===== src/rtl/axi_lite_periph_responder.sv =====
// rtl/axi_lite_periph_responder.sv - AXI4-Lite responder with scratch, ID and coherent cycle-counter registers
module axi_lite_periph_responder #(
    parameter logic [31:0] BASE_ADDR = 32'h6000_0000,
    parameter int          REG_COUNT = 8,
    parameter logic [31:0] ID_VALUE  = 32'hC5A5_0001
) (
    input  logic        clk,
    input  logic        rst_n,
    input  logic        s_awvalid,
    output logic        s_awready,
    input  logic [31:0] s_awaddr,
    input  logic        s_wvalid,
    output logic        s_wready,
    input  logic [31:0] s_wdata,
    input  logic [3:0]  s_wstrb,
    output logic        s_bvalid,
    input  logic        s_bready,
    output logic [1:0]  s_bresp,
    input  logic        s_arvalid,
    output logic        s_arready,
    input  logic [31:0] s_araddr,
    output logic        s_rvalid,
    input  logic        s_rready,
    output logic [31:0] s_rdata,
    output logic [1:0]  s_rresp
);

    localparam logic [1:0] RESP_OKAY   = 2'b00;
    localparam logic [1:0] RESP_SLVERR = 2'b10;
    localparam logic [1:0] RESP_DECERR = 2'b11;
    localparam logic [9:0] IDX_ID      = 10'(REG_COUNT);
    localparam logic [9:0] IDX_LO      = 10'(REG_COUNT + 1);
    localparam logic [9:0] IDX_HI      = 10'(REG_COUNT + 2);

    typedef enum logic [2:0] {K_SCR, K_ID, K_CNT_LO, K_CNT_HI, K_DEC, K_MIS} kind_e;
    typedef enum logic [1:0] {W_IDLE, W_HAVE_AW, W_HAVE_W, W_RESP} wstate_e;
    typedef enum logic {R_IDLE, R_RESP} rstate_e;

    typedef struct packed {
        kind_e      kind;
        logic [9:0] idx;
    } dec_t;

    // Window check wins over alignment so stray addresses always report DECERR
    function automatic dec_t decode(input logic [31:0] addr);
        dec_t        d;
        logic [19:0] page;
        {page, d.idx} = 30'((addr - BASE_ADDR) >> 2);
        if (page != '0)                d.kind = K_DEC;
        else if (addr[1:0] != 2'b00)   d.kind = K_MIS;
        else if (d.idx < IDX_ID)       d.kind = K_SCR;
        else if (d.idx == IDX_ID)      d.kind = K_ID;
        else if (d.idx == IDX_LO)      d.kind = K_CNT_LO;
        else if (d.idx == IDX_HI)      d.kind = K_CNT_HI;
        else                           d.kind = K_DEC;
        return d;
    endfunction

    logic [31:0] scratch [REG_COUNT];
    logic [63:0] counter;
    logic [31:0] shadow;

    wstate_e     w_state, w_next;
    logic        aw_hs, w_hs, w_commit;
    logic [31:0] aw_addr_q, w_data_q;
    logic [3:0]  w_strb_q;
    logic [31:0] c_addr, c_data;
    logic [3:0]  c_strb;
    dec_t        w_dec;
    logic [1:0]  w_resp, bresp_q;

    always_ff @(posedge clk or negedge rst_n) begin
        if (!rst_n) w_state <= W_IDLE;
        else        w_state <= w_next;
    end

    always_comb begin
        w_next    = w_state;
        s_awready = 1'b0;
        s_wready  = 1'b0;
        s_bvalid  = 1'b0;
        aw_hs     = 1'b0;
        w_hs      = 1'b0;
        w_commit  = 1'b0;
        case (w_state)
            W_IDLE: begin
                s_awready = 1'b1;
                s_wready  = 1'b1;
                aw_hs     = s_awvalid;
                w_hs      = s_wvalid;
                if (aw_hs && w_hs) begin
                    w_commit = 1'b1;
                    w_next   = W_RESP;
                end else if (aw_hs) begin
                    w_next = W_HAVE_AW;
                end else if (w_hs) begin
                    w_next = W_HAVE_W;
                end
            end
            W_HAVE_AW: begin
                s_wready = 1'b1;
                w_hs     = s_wvalid;
                if (w_hs) begin
                    w_commit = 1'b1;
                    w_next   = W_RESP;
                end
            end
            W_HAVE_W: begin
                s_awready = 1'b1;
                aw_hs     = s_awvalid;
                if (aw_hs) begin
                    w_commit = 1'b1;
                    w_next   = W_RESP;
                end
            end
            W_RESP: begin
                s_bvalid = 1'b1;
                if (s_bready) w_next = W_IDLE;
            end
            default: w_next = W_IDLE;
        endcase
    end

    // The half that arrived earlier comes from the holding registers
    always_comb begin
        c_addr = (w_state == W_HAVE_AW) ? aw_addr_q : s_awaddr;
        c_data = (w_state == W_HAVE_W)  ? w_data_q  : s_wdata;
        c_strb = (w_state == W_HAVE_W)  ? w_strb_q  : s_wstrb;
        w_dec  = decode(c_addr);
        case (w_dec.kind)
            K_SCR:   w_resp = RESP_OKAY;
            K_DEC:   w_resp = RESP_DECERR;
            default: w_resp = RESP_SLVERR;
        endcase
    end

    always_ff @(posedge clk or negedge rst_n) begin
        if (!rst_n) begin
            aw_addr_q <= '0;
            w_data_q  <= '0;
            w_strb_q  <= '0;
            bresp_q   <= RESP_OKAY;
        end else begin
            if (aw_hs) aw_addr_q <= s_awaddr;
            if (w_hs) begin
                w_data_q <= s_wdata;
                w_strb_q <= s_wstrb;
            end
            if (w_commit) bresp_q <= w_resp;
        end
    end

    always_ff @(posedge clk or negedge rst_n) begin
        if (!rst_n) begin
            for (int i = 0; i < REG_COUNT; i++) scratch[i] <= '0;
        end else if (w_commit && w_dec.kind == K_SCR) begin
            for (int i = 0; i < REG_COUNT; i++) begin
                if (w_dec.idx == 10'(i)) begin
                    for (int b = 0; b < 4; b++) begin
                        if (c_strb[b]) scratch[i][8*b +: 8] <= c_data[8*b +: 8];
                    end
                end
            end
        end
    end

    assign s_bresp = bresp_q;

    rstate_e     r_state, r_next;
    logic        ar_hs;
    dec_t        r_dec;
    logic [31:0] r_val, rdata_q;
    logic [1:0]  r_resp, rresp_q;

    always_ff @(posedge clk or negedge rst_n) begin
        if (!rst_n) r_state <= R_IDLE;
        else        r_state <= r_next;
    end

    always_comb begin
        r_next    = r_state;
        s_arready = 1'b0;
        s_rvalid  = 1'b0;
        ar_hs     = 1'b0;
        case (r_state)
            R_IDLE: begin
                s_arready = 1'b1;
                ar_hs     = s_arvalid;
                if (ar_hs) r_next = R_RESP;
            end
            R_RESP: begin
                s_rvalid = 1'b1;
                if (s_rready) r_next = R_IDLE;
            end
            default: r_next = R_IDLE;
        endcase
    end

    always_comb begin
        r_dec  = decode(s_araddr);
        r_val  = '0;
        r_resp = RESP_OKAY;
        case (r_dec.kind)
            K_SCR: begin
                for (int i = 0; i < REG_COUNT; i++) begin
                    if (r_dec.idx == 10'(i)) r_val = scratch[i];
                end
            end
            K_ID:     r_val  = ID_VALUE;
            K_CNT_LO: r_val  = counter[31:0];
            K_CNT_HI: r_val  = shadow;
            K_MIS:    r_resp = RESP_SLVERR;
            default:  r_resp = RESP_DECERR;
        endcase
    end

    // Reading CNT_LO freezes the upper half so a following CNT_HI read pairs with it
    always_ff @(posedge clk or negedge rst_n) begin
        if (!rst_n) begin
            counter <= '0;
            shadow  <= '0;
            rdata_q <= '0;
            rresp_q <= RESP_OKAY;
        end else begin
            counter <= counter + 64'd1;
            if (ar_hs) begin
                rdata_q <= r_val;
                rresp_q <= r_resp;
                if (r_dec.kind == K_CNT_LO) shadow <= counter[63:32];
            end
        end
    end

    assign s_rdata = rdata_q;
    assign s_rresp = rresp_q;

endmodule


===== config.mk =====
export PLATFORM = sky130hd
export DESIGN_NAME = axi_lite_periph_responder
export DESIGN_NICKNAME = d
export VERILOG_FILES = /design/src/rtl/axi_lite_periph_responder.sv
export SDC_FILE = /design/constraint.sdc
export NUM_CORES = 1
export LEC_CHECK = 0
export ABC_AREA = 1
export CAP_MARGIN = 40
export CORE_MARGIN = 5
export CORE_UTILIZATION = 54
export CTS_CLUSTER_DIAMETER = 200
export DETAILED_ROUTE_END_ITERATION = 10
export MAX_ROUTING_LAYER = met4
export PLACE_DENSITY = 0.8
export SLEW_MARGIN = 20
export SYNTH_ARGS = -nofsm -noshare
export SYNTH_HDL_FRONTEND = slang
export SYNTH_SLANG_ARGS = --single-unit

===== constraint.sdc =====
create_clock -name clk -period 2.8 [get_ports clk]
set_input_delay 0.28 -clock clk [delete_from_list [all_inputs] [get_ports clk]]
set_output_delay 0.28 -clock clk [all_outputs]
set_load 0.05 [all_outputs]

Yosys cells after proc, flatten, opt, wreduce, memory -nomap -nowiden
Cells that the tools add are included.
{"block": "word_totals", "regBits": 459, "latch_bits": 0, "ram_bits": 0, "rom_bits": 0, "in_bits": 107, "output_inout_bits": 41, "wordCells": 176, "mem_count": 0}
{"block": "classes", "add_sub_neg": 3, "n_mul": 0, "div": 0, "order_cmp": 2, "eq_ne": 32, "shifts": 0, "mux": 48, "bitwise": 1, "reduce_logical": 48}
{"op": "2-to-1 mux 32 bit", "n": 10}
{"op": "case mux 32 bit (4 select lines)", "n": 1}
{"op": "AND reduction 3 bit", "n": 32}
{"op": "equality test 10 x 3 -> 1 bit, second input constant", "n": 8}
{"op": "adder 64 x 1 -> 64 bit, second input constant", "n": 1}
{"op": "subtractor 32 x 31 -> 32 bit, second input constant", "n": 2}
{"op": "equality test 10 x 4 -> 1 bit, second input constant", "n": 6}
{"op": "equality test 10 x 2 -> 1 bit, second input constant", "n": 4}
{"op": "nonzero test 20 bit", "n": 2}
{"op": "2-to-1 mux 3 bit", "n": 12}
{"op": "equality test 10 x 1 -> 1 bit, second input constant", "n": 2}
{"op": "zero test 10 bit", "n": 2}
{"op": "< comparator 10 x 4 -> 1 bit, second input constant", "n": 2}
{"op": "2-to-1 mux 1 bit", "n": 13}
{"op": "2-to-1 mux 2 bit", "n": 6}
{"op": "case mux 2 bit (2 select lines)", "n": 2}
{"op": "case mux 2 bit (4 select lines)", "n": 1}
{"op": "equality test 3 x 2 -> 1 bit, second input constant", "n": 2}
{"op": "equality test 3 bit, second input constant", "n": 2}
{"op": "zero test 3 bit", "n": 2}
{"op": "!= test 2 bit, second input constant", "n": 3}
{"op": "equality test 2 bit, second input constant", "n": 2}
{"op": "2-to-1 mux 4 bit", "n": 1}
{"op": "!= test 4 bit, second input constant", "n": 1}
{"op": "12 further kinds", "n": 15}

Longest topological paths before layout
Gate-level depths: netlist of run 1.
{"block": "logic_depth", "ltp_word": 13, "depth_mapped": 20, "ltp_nobuf": 17}

Least setup slack after synthesis of run 1
Ideal clock, no wire load.
{"block": "synth_timing", "path_kind": "register to register", "startpoint": "register w_state[1]", "endpoint": "register scratch[255] (netlist bit)", "setup_time_ns": 0.140, "t_arrival_ns": 2.693, "required_ns": 2.660, "path_slack_ns": -0.033, "stages_incl_launch_ff": 19, "path_buffers": 3, "cell_sequence": "dfrtp_1 > inv_1 > ha_1 > inv_2 > buf_6 > o21ai_0 > ha_1 > a21oi_1 > nand3_1 > nor2_1 > nand2_1 > nor2_1 > nand3_2 > nor2_8 > buf_12 > nand3_4 > buf_2 > nand2_1 > o21ai_1"}
{"block": "synth_between", "elab_chain_cells": 13}
{"item": "start: declaration", "line": "63", "text": "wstate_e w_state, w_next;"}
{"item": "start signal: assignment", "line": "74", "text": "else w_state <= w_next;"}
{"item": "equality test 2 x 1 -> 1 bit", "line": "85, 126"}
{"item": "2-to-1 mux 32 bit", "line": "126", "text": "c_addr = (w_state == W_HAVE_AW) ? aw_addr_q : s_awaddr;"}
{"item": "subtractor 32 x 31 -> 32 bit", "line": "48", "text": "{page, d.idx} = 30'((addr - BASE_ADDR) >> 2);"}
{"item": "equality test 10 x 4 -> 1 bit", "line": "54", "text": "else if (d.idx == IDX_HI) d.kind = K_CNT_HI;"}
{"item": "2-to-1 mux 3 bit", "line": "54"}
{"item": "2-to-1 mux 3 bit", "line": "53", "text": "else if (d.idx == IDX_LO) d.kind = K_CNT_LO;"}
{"item": "2-to-1 mux 3 bit", "line": "52", "text": "else if (d.idx == IDX_ID) d.kind = K_ID;"}
{"item": "2-to-1 mux 3 bit", "line": "51", "text": "else if (d.idx < IDX_ID) d.kind = K_SCR;"}
{"item": "2-to-1 mux 3 bit", "line": "50", "text": "else if (addr[1:0] != 2'b00) d.kind = K_MIS;"}
{"item": "2-to-1 mux 3 bit", "line": "49", "text": "if (page != '0) d.kind = K_DEC;"}
{"item": "zero test 3 bit", "line": "156", "text": "end else if (w_commit && w_dec.kind == K_SCR) begin"}
{"item": "logical AND 1 bit", "line": "156"}
{"item": "AND reduction 3 bit (no line)"}
{"item": "end signal: indexed assignment", "line": "160", "text": "if (c_strb[b]) scratch[i][8*b +: 8] <= c_data[8*b +: 8];"}
{"item": "end: declaration", "line": "59", "text": "logic [31:0] scratch [REG_COUNT];"}
Parallel ways exist; a longest one is shown, timed or not.
A chain may end at the register's enable or synchronous reset.

Worst setup path after layout of run 1
{"block": "layout_timing", "startpoint": "register w_state[1]", "endpoint": "register scratch[131] (netlist bit)"}
The elaborated chain is that of the path after synthesis.

==> metrics.log, run 1 <==
[metrics] count of maximum capacitance violations: 0
[metrics] total power of the final layout: 0.0173 W
[metrics] met3 track demand over resource: 6.12%
[metrics] overall routing resource usage: 31.0%
[metrics] highest clock frequency the design can meet: 0.341 GHz
[metrics] post-detailed-route via-to-cell ratio: 5.84
[metrics] Die Y-Extent: 212 um
[metrics] worst-margin pin slew: 0.906 ns
[metrics] final hold vios: 0
[metrics] share of Yosys cell area claimed by the top area cell type: 52.2%
[metrics] relative area change from synthesis to final layout: 25.0%
[metrics] Post-Synthesis Mean Instance Area: 8.13 sq um
[metrics] maximum fanout encountered on the critical timing path: 8
[metrics] failing checks: negative setup slack
[metrics] CTS tree: yes
[metrics] critical path launch point type: flop
[metrics] count of antenna diodes in the layout: 0
[metrics] worst slew slack as a fraction of its limit: 39.2%
[metrics] register area share after synthesis: 52.2%
[metrics] Via Count: 20600
[metrics] fraction of layout instances using a drive strength above 1: 14.8%
[metrics] Initial Utilization: 54.3%
[metrics] I/O pin total: 148
[metrics] global-route wire length before repair: 108 mm
[metrics] Global Route met1 Usage: 40.2%
[metrics] dominant cell type by area after synthesis: sky130_fd_sc_hd__dfrtp_1
[metrics] initial antenna violation count: 0
[metrics] clk sink count: 459
[metrics] utilization after layout: 67.9%
[metrics] number of buffers added by the clock tree synthesis step: 48
[metrics] highest-count cells in the layout ignoring fill and taps: 793 x sky130_fd_sc_hd__nand2_1, 459 x sky130_fd_sc_hd__dfrtp_1, 253 x sky130_fd_sc_hd__o21ai_1
[metrics] TNS Setup: -4.76 ns
[metrics] die outline area: 0.0449 sq mm
[metrics] # rows: 74
[metrics] required time of the critical path: 3.31 ns
[metrics] Post-Syn Instances: 2709
[metrics] summed instance area of the synthesized netlist: 0.0220 sq mm
[metrics] number of unique standard cell types used by synthesis: 47
[metrics] Net Count, Synth: 2823
[metrics] routability cong.: 0.993
[metrics] pin count of the biggest net entering global routing: 88
[metrics] maximum count of clock buffers along a single path: 3
[metrics] placed cell count: 3391
[metrics] post-detailed-route DRC marker count: 0
[metrics] fillcell total: 3106
[metrics] flip-flop and latch count after synthesis: 459
[metrics] count of port buffers added during placement: 147
[metrics] remaining antenna violation count after routing: 0
[metrics] met2 layer usage reported by global route: 49.4%
[metrics] top area cells in the synthesized netlist: sky130_fd_sc_hd__dfrtp_1 52%, sky130_fd_sc_hd__nand2_1 15%, sky130_fd_sc_hd__o21ai_1 6.6%, sky130_fd_sc_hd__nor2_1 4.1%, sky130_fd_sc_hd__inv_1 3.2%
[metrics] final critical-path share of the clock period: 105%
[metrics] Starting DRT DRC Count: 2485
[metrics] most used routing layer: met2
[metrics] result of the run: complete, but fails checks
[metrics] overall die width: 212 um
[metrics] library cell used as clock root buffer: sky130_fd_sc_hd__clkbuf_16
[metrics] RSZ-0062 raised after global routing: true
[metrics] CTS H-tree depth: 2
[metrics] peak supply drop: 988 uV
[metrics] number of global-route vias before repair: 20500
[metrics] final cell count without fillers: 3526
[metrics] GR Overflow Total: 0
[metrics] routed len/inst: 19.6 um
[metrics] setup ws final: -0.134 ns
[metrics] Pwr Density: 627 mW/mm^2
[metrics] Crit path arrival time: 3.44 ns
[metrics] total of warnings raised by yosys: 0
[metrics] Worst Setup Path Type: flop to flop
[metrics] most common cell after layout, fill and taps aside: sky130_fd_sc_hd__nand2_1
[metrics] LEAKAGE: 12.7 nW
[metrics] area taken by multi-input logic gates: 0.0102 sq mm
[metrics] Std-Cell Core Area: 0.0406 sq mm
[metrics] detailed-routing iteration count for the pre-antenna-repair pass: 6
[metrics] clock latency at the later pin of the worst-skew pair: 0.60 ns
[metrics] fin crit period: 2.93 ns
[metrics] CTS clk-pin slew, worst paths: 0.06 ns
[metrics] Detailed Route WL: 69.1 mm
[metrics] number of nets in the layout: 3075
[metrics] final number of max-transition violations: 0
[metrics] Worst Hold Class: input pin to flop
[metrics] Seq. cell area: 0.0115 sq mm
[metrics] worst clock skew: 0.0332 ns
[metrics] final setup vio count: 135
[metrics] CP Capture Type: flop
[metrics] HPWL after DPL: 45.8 mm
kinds of logic after synthesis:
logic type | Yosys count | synth area share [%]
DFF | 459 | 52.2
adders and majority gates | 7 | 0.398
and+or+nand+nor | 1390 | 27.4
xor gates and xnor gates | 62 | 2.47
buffers and inverters | 298 | 5.79
AOI/OAI and AO/OA | 489 | 11.6
muxes | 4 | 0.193
cell usage after synthesis (all sizes together):
master	n
o211ai	1
clkinv	1
a21oi	56
and2	1
or3	1
nor3	44
nor4	9
nor2	241
o32ai	1
o221ai	1
o21ai	403
and3	1
a22oi	13
buf	38
clkbuf	66
dfrtp	459
o31ai	2
mux2	2
o21bai	1
xnor2	5
nand4	54
xor2	57
a31oi	1
nand3b	4
nor4b	1
or2	5
mux2i	2
o21a	2
a21boi	5
o22ai	3
inv	193
nand2	898
nor3b	2
nand3	129
ha	7
flip-flops by register name (all words and copies together), names as in the netlist:
signal,count
w_strb_q,4
s_rdata,32
s_rresp,2
shadow,32
w_data_q,32
w_state,2
r_state,1
counter,64
scratch,256
s_bresp,2
aw_addr_q,32
metrics by stage:
stage,cell area [sq um],setup slack (ns),hold WS (ns)
floorplan,22000,0.0222,-0.0156
global placement,24700,-0.0506,0.321
detailed placement,24700,-0.186,0.329
CTS,26800,-0.0390,0.231
global route,27500,-0.247,0.260
finish,27500,-0.134,0.256
timing repair:
item                                    4_1_cts  5_1_grt
endpoints found under the setup margin      240      255
pin swaps                                    12       26
buffers inserted                              8        6
gates resized for setup                      35      159
gates cloned                                 29        7
endpoints found under the hold margin        69        0
hold buffers                                  1        0
layer usage:
| layer | part of all wire [%] | up-vias | wire, um |
|---|---|---|---|
| met5 | 0 | - | 0 |
| met4 | 3.8 | 0 | 2640 |
| met3 | 8.7 | 225 | 5990 |
| met2 | 48 | 1019 | 33400 |
| met1 | 39 | 9936 | 27000 |
| li1 | - | 9403 | - |
layout make-up:
class | instances | share of cell area (%)
tap | 532 | 2.42
inverter | 194 | 2.66
multi-input combinational | 1981 | 37.1
clock buffer | 57 | 4.63
sequential | 459 | 41.7
timing repair buffer | 277 | 10.7
clock inverter | 26 | 0.786
power breakdown:
| part | leakage (nW) | internal (W) | switching, W |
|---|---|---|---|
| combinational | 5.65 | 0.00104 | 0.00269 |
| sequential | 6.27 | 0.00714 | 0.000236 |
| clock | 0.738 | 0.00344 | 0.00272 |
| total | 12.7 | 0.0116 | 0.00564 |
path summary, 6_finish.rpt:
check | to | start | slack [ns] | cells past startpoint
max | scratch[131] | w_state[1] | -0.13 | 17
min | aw_addr_q[31] | s_awaddr[31] | 0.26 | 3
max reg2reg | scratch[131] | w_state[1] | -0.13 | 17
min reg2reg | counter[63] | counter[63] | 0.47 | 1
max in group asynchronous | shadow[12] | rst_n | 1.54 | 3
min in group asynchronous | w_state[1] | rst_n | 0.28 | 2
critical path, cell delays in order (launching register included):
cell and delay (ns):
sky130_fd_sc_hd__dfrtp_1 0.39, sky130_fd_sc_hd__inv_2 0.08, sky130_fd_sc_hd__ha_4 0.16, sky130_fd_sc_hd__inv_6 0.06, sky130_fd_sc_hd__o21ai_4 0.18, sky130_fd_sc_hd__ha_4 0.23, sky130_fd_sc_hd__a21oi_2 0.10, sky130_fd_sc_hd__nand3_1 0.08
sky130_fd_sc_hd__nor2_1 0.13, sky130_fd_sc_hd__nand2_1 0.08, sky130_fd_sc_hd__nor2_2 0.11, sky130_fd_sc_hd__nand3_2 0.14, sky130_fd_sc_hd__nor2_8 0.16, sky130_fd_sc_hd__buf_12 0.17, sky130_fd_sc_hd__buf_12 0.13, sky130_fd_sc_hd__clkbuf_16 0.17
sky130_fd_sc_hd__nand3_2 0.20, sky130_fd_sc_hd__o21ai_1 0.25
(Power assumes the default switching activity.)
==> inputs of run 2 (changes only) <==
--- a/config.mk
+++ b/config.mk
@@ -8,11 +8,11 @@
 export ABC_AREA = 1
 export CAP_MARGIN = 40
 export CORE_MARGIN = 5
-export CORE_UTILIZATION = 54
+export CORE_UTILIZATION = 60
 export CTS_CLUSTER_DIAMETER = 200
 export DETAILED_ROUTE_END_ITERATION = 10
 export MAX_ROUTING_LAYER = met4
-export PLACE_DENSITY = 0.8
+export PLACE_DENSITY = 0.84
 export SLEW_MARGIN = 20
 export SYNTH_ARGS = -nofsm -noshare
 export SYNTH_HDL_FRONTEND = slang
==> constraint.sdc (replaced) <==
create_clock -name clk -period 3.65 [get_ports clk]
set_input_delay 0.9125 -clock clk [delete_from_list [all_inputs] [get_ports clk]]
set_output_delay 0.9125 -clock clk [all_outputs]
set_load 0.05 [all_outputs]
==> metrics.log, run 2 (synthesized netlist as in run 1, its figures left out) <==
[metrics] Die Y-Extent: 202 um
[metrics] Starting DRT DRC Count: 1902
[metrics] worst-margin pin slew: 0.802 ns
[metrics] Initial Utilization: 60.4%
[metrics] final cell count without fillers: 3380
[metrics] final hold vios: 0
[metrics] post-detailed-route via-to-cell ratio: 5.74
[metrics] worst reg2reg path depth: 18
[metrics] count of hold-fix buffers inserted at cts: 0
[metrics] LEAKAGE: 12.2 nW
[metrics] HPWL after DPL: 44.4 mm
[metrics] cell-by-cell listing of the critical path: inv_1 -> ha_1 -> inv_2 -> nand2_1 -> clkdlybuf4s50_1
[metrics] RSZ-0062 raised after global routing: false
[metrics] detailed-routing iteration count for the pre-antenna-repair pass: 8
[metrics] register ranked first by flip-flop count: scratch
[metrics] Max Used Layer: met4
[metrics] final critical-path share of the clock period: 89.3%
[metrics] setup ws final: 0.389 ns
[metrics] critical path launch point type: flop
[metrics] final setup vio count: 0
[metrics] Setup WS pre-CTS: 0.0468 ns
[metrics] most common cell after layout, fill and taps aside: sky130_fd_sc_hd__nand2_1
[metrics] count of antenna diodes in the layout: 0
[metrics] summed area of non-filler cells in the final layout: 0.0259 sq mm
[metrics] initial antenna violation count: 0
[metrics] R2R Path Start: w_state[1]
[metrics] CTS clk-pin slew, worst paths: 0.06 ns
[metrics] overall die width: 202 um
[metrics] number of nets in the layout: 2986
[metrics] global-route wire length before repair: 101 mm
[metrics] library cell used as clock root buffer: sky130_fd_sc_hd__clkbuf_16
[metrics] cell area after placement: 0.0243 sq mm
[metrics] highest-count cells in the layout ignoring fill and taps: 897 x sky130_fd_sc_hd__nand2_1, 459 x sky130_fd_sc_hd__dfrtp_1, 289 x sky130_fd_sc_hd__o21ai_1
[metrics] worst path bufs/invs: 3
[metrics] Post-Route M1 WL: 25.9 mm
[metrics] CTS tree: yes
[metrics] number of buffers added by the clock tree synthesis step: 48
[metrics] routed wire length on met3: 4.04 mm
[metrics] routed wl met2: 29.8 mm
[metrics] highest clock frequency the design can meet: 0.307 GHz
[metrics] number of global-route vias before repair: 19300
[metrics] remaining antenna violation count after routing: 0
[metrics] required time of the critical path: 2.74 ns
[metrics] end of the worst register-to-register path: scratch[52]
[metrics] maximum count of clock buffers along a single path: 3
[metrics] fillcell total: 2738
[metrics] GR Overflow Total: 0
[metrics] pin count of the biggest net entering global routing: 128
[metrics] number of setup buffers added after CTS: 0
[metrics] quantity of gates resized following cts: 0
[metrics] count of maximum capacitance violations: 0
[metrics] # rows: 70
[metrics] setup slack of the most critical reg-to-reg path: 0.52 ns
[metrics] overall routing resource usage: 31.2%
[metrics] worst clock skew: 0.0287 ns
[metrics] largest stage delay on the critical path: 0.81 ns
[metrics] relative area change from synthesis to final layout: 17.7%
[metrics] worst slew slack as a fraction of its limit: 45.0%
[metrics] TNS Setup: 0 ns
[metrics] CP Capture Type: output pin
[metrics] fin crit period: 3.26 ns
[metrics] Std-Cell Core Area: 0.0364 sq mm
[metrics] fraction of layout instances using a drive strength above 1: 7.11%
[metrics] result of the run: finished, final reports clean
[metrics] CTS H-tree depth: 2
[metrics] Crit path arrival time: 2.35 ns
[metrics] Worst Hold Class: input pin to asynchronous set/reset pin
[metrics] final number of max-transition violations: 0
[metrics] Top Family by Delay on Critical Path: buffers and inverters
[metrics] clk sink count: 459
[metrics] clock latency at the later pin of the worst-skew pair: 0.60 ns
[metrics] Detailed Route WL: 61.3 mm
[metrics] max FFs per register: 256
[metrics] die outline area: 0.0406 sq mm
[metrics] maximum fanout encountered on the critical timing path: 14
[metrics] routability cong.: 0.990
[metrics] I/O pin total: 148
[metrics] placed cell count: 3290
[metrics] Via Count: 19400
[metrics] utilization after layout: 71.1%
[metrics] routed len/inst: 18.1 um
[metrics] post-detailed-route DRC marker count: 0
[metrics] count of port buffers added during placement: 147
[metrics] cell type of the slowest stage on the worst timing path: sky130_fd_sc_hd__clkdlybuf4s50_1
[metrics] peak supply drop: 583 uV
[metrics] biggest registers after layout: scratch (256), counter (64)
[metrics] Pwr Density: 503 mW/mm^2
[metrics] Worst Setup Path Type: flop to output pin
run 2: cell types whose count changed in the layout (fill, tap and decap cells not counted), moves of 8 or more:
cell,delta
sky130_fd_sc_hd__buf_4,-37
sky130_fd_sc_hd__nand2_2,-104
sky130_fd_sc_hd__clkbuf_8,+9
sky130_fd_sc_hd__clkinv_2,-8
sky130_fd_sc_hd__buf_12,-9
sky130_fd_sc_hd__nand3_4,-25
sky130_fd_sc_hd__nand2_1,+104
sky130_fd_sc_hd__o21ai_1,+36
sky130_fd_sc_hd__o21ai_2,-35
sky130_fd_sc_hd__clkbuf_1,+8
run 2: worst register-to-register path, cell delays in order (launching register included):
cell                      delay [ns]
sky130_fd_sc_hd__dfrtp_1        0.37
sky130_fd_sc_hd__inv_1          0.09
sky130_fd_sc_hd__ha_1           0.21
sky130_fd_sc_hd__inv_2          0.20
sky130_fd_sc_hd__nand2_1        0.08
sky130_fd_sc_hd__o21ai_1        0.11
sky130_fd_sc_hd__ha_1           0.25
sky130_fd_sc_hd__a21oi_1        0.12
sky130_fd_sc_hd__nand3_1        0.09
sky130_fd_sc_hd__nor2_1         0.12
sky130_fd_sc_hd__nand2_1        0.06
sky130_fd_sc_hd__nor2_1         0.16
sky130_fd_sc_hd__nand3_2        0.17
sky130_fd_sc_hd__nor2_8         0.17
sky130_fd_sc_hd__buf_12         0.20
sky130_fd_sc_hd__buf_12         0.19
sky130_fd_sc_hd__nand3_4        0.19
sky130_fd_sc_hd__nand2_1        0.14
sky130_fd_sc_hd__o21ai_1        0.07
run 2: power breakdown:
part           leakage (nW)  switching (W)  internal [W]
clock network         0.785        0.00208       0.00285
registers              6.27       0.000179       0.00548
logic                  5.15        0.00179      0.000652
total                  12.2        0.00405       0.00898
run 2: worst max path at each step:
| stage | from | cells past startpoint | slack, ns | to |
|---|---|---|---|---|
| 2_1_floorplan | s_awaddr[29] | 15 | 0.79 | scratch[255] |
| 3_3_place_gp | s_araddr[10] | 12 | 0.09 | s_rdata[26] |
| 3_5_place_dp | s_awaddr[29] | 16 | 0.05 | scratch[122] |
| 4_1_cts | w_state[1] | 5 | 0.37 | s_wready |
| 5_1_grt | w_state[1] | 18 | 0.27 | scratch[54] |
| 6_report | w_state[1] | 5 | 0.39 | s_wready |
run 2: metrics by stage:
step / hold WS (ns) / power [W]
6_report: 0.193 / 0.0130
5_1_grt: 0.204 / 0.0136
4_1_cts: 0.183 / 0.0131
3_5_place_dp: 0.459 / 0.00816
3_3_place_gp: 0.455 / 0.00804
2_1_floorplan: 0.441 / 0.00725
run 2: final cells by class:
class	instances	area [sq um]	share of cell area, %
Sequential cell	459	11500	44.3
Multi-Input combinational cell	1952	9270	35.8
Timing Repair Buffer	217	2220	8.59
Clock buffer	74	1430	5.52
Inverter	194	728	2.81
Tap cell	468	586	2.26
Clock inverter	16	176	0.681
run 2: routing by layer:
| layer | vias up | track usage, % |
|---|---|---|
| met5 | - | - |
| met4 | 0 | 8.28 |
| met3 | 117 | 4.61 |
| met2 | 704 | 50.7 |
| met1 | 9449 | 41.8 |
| li1 | 9130 | - |
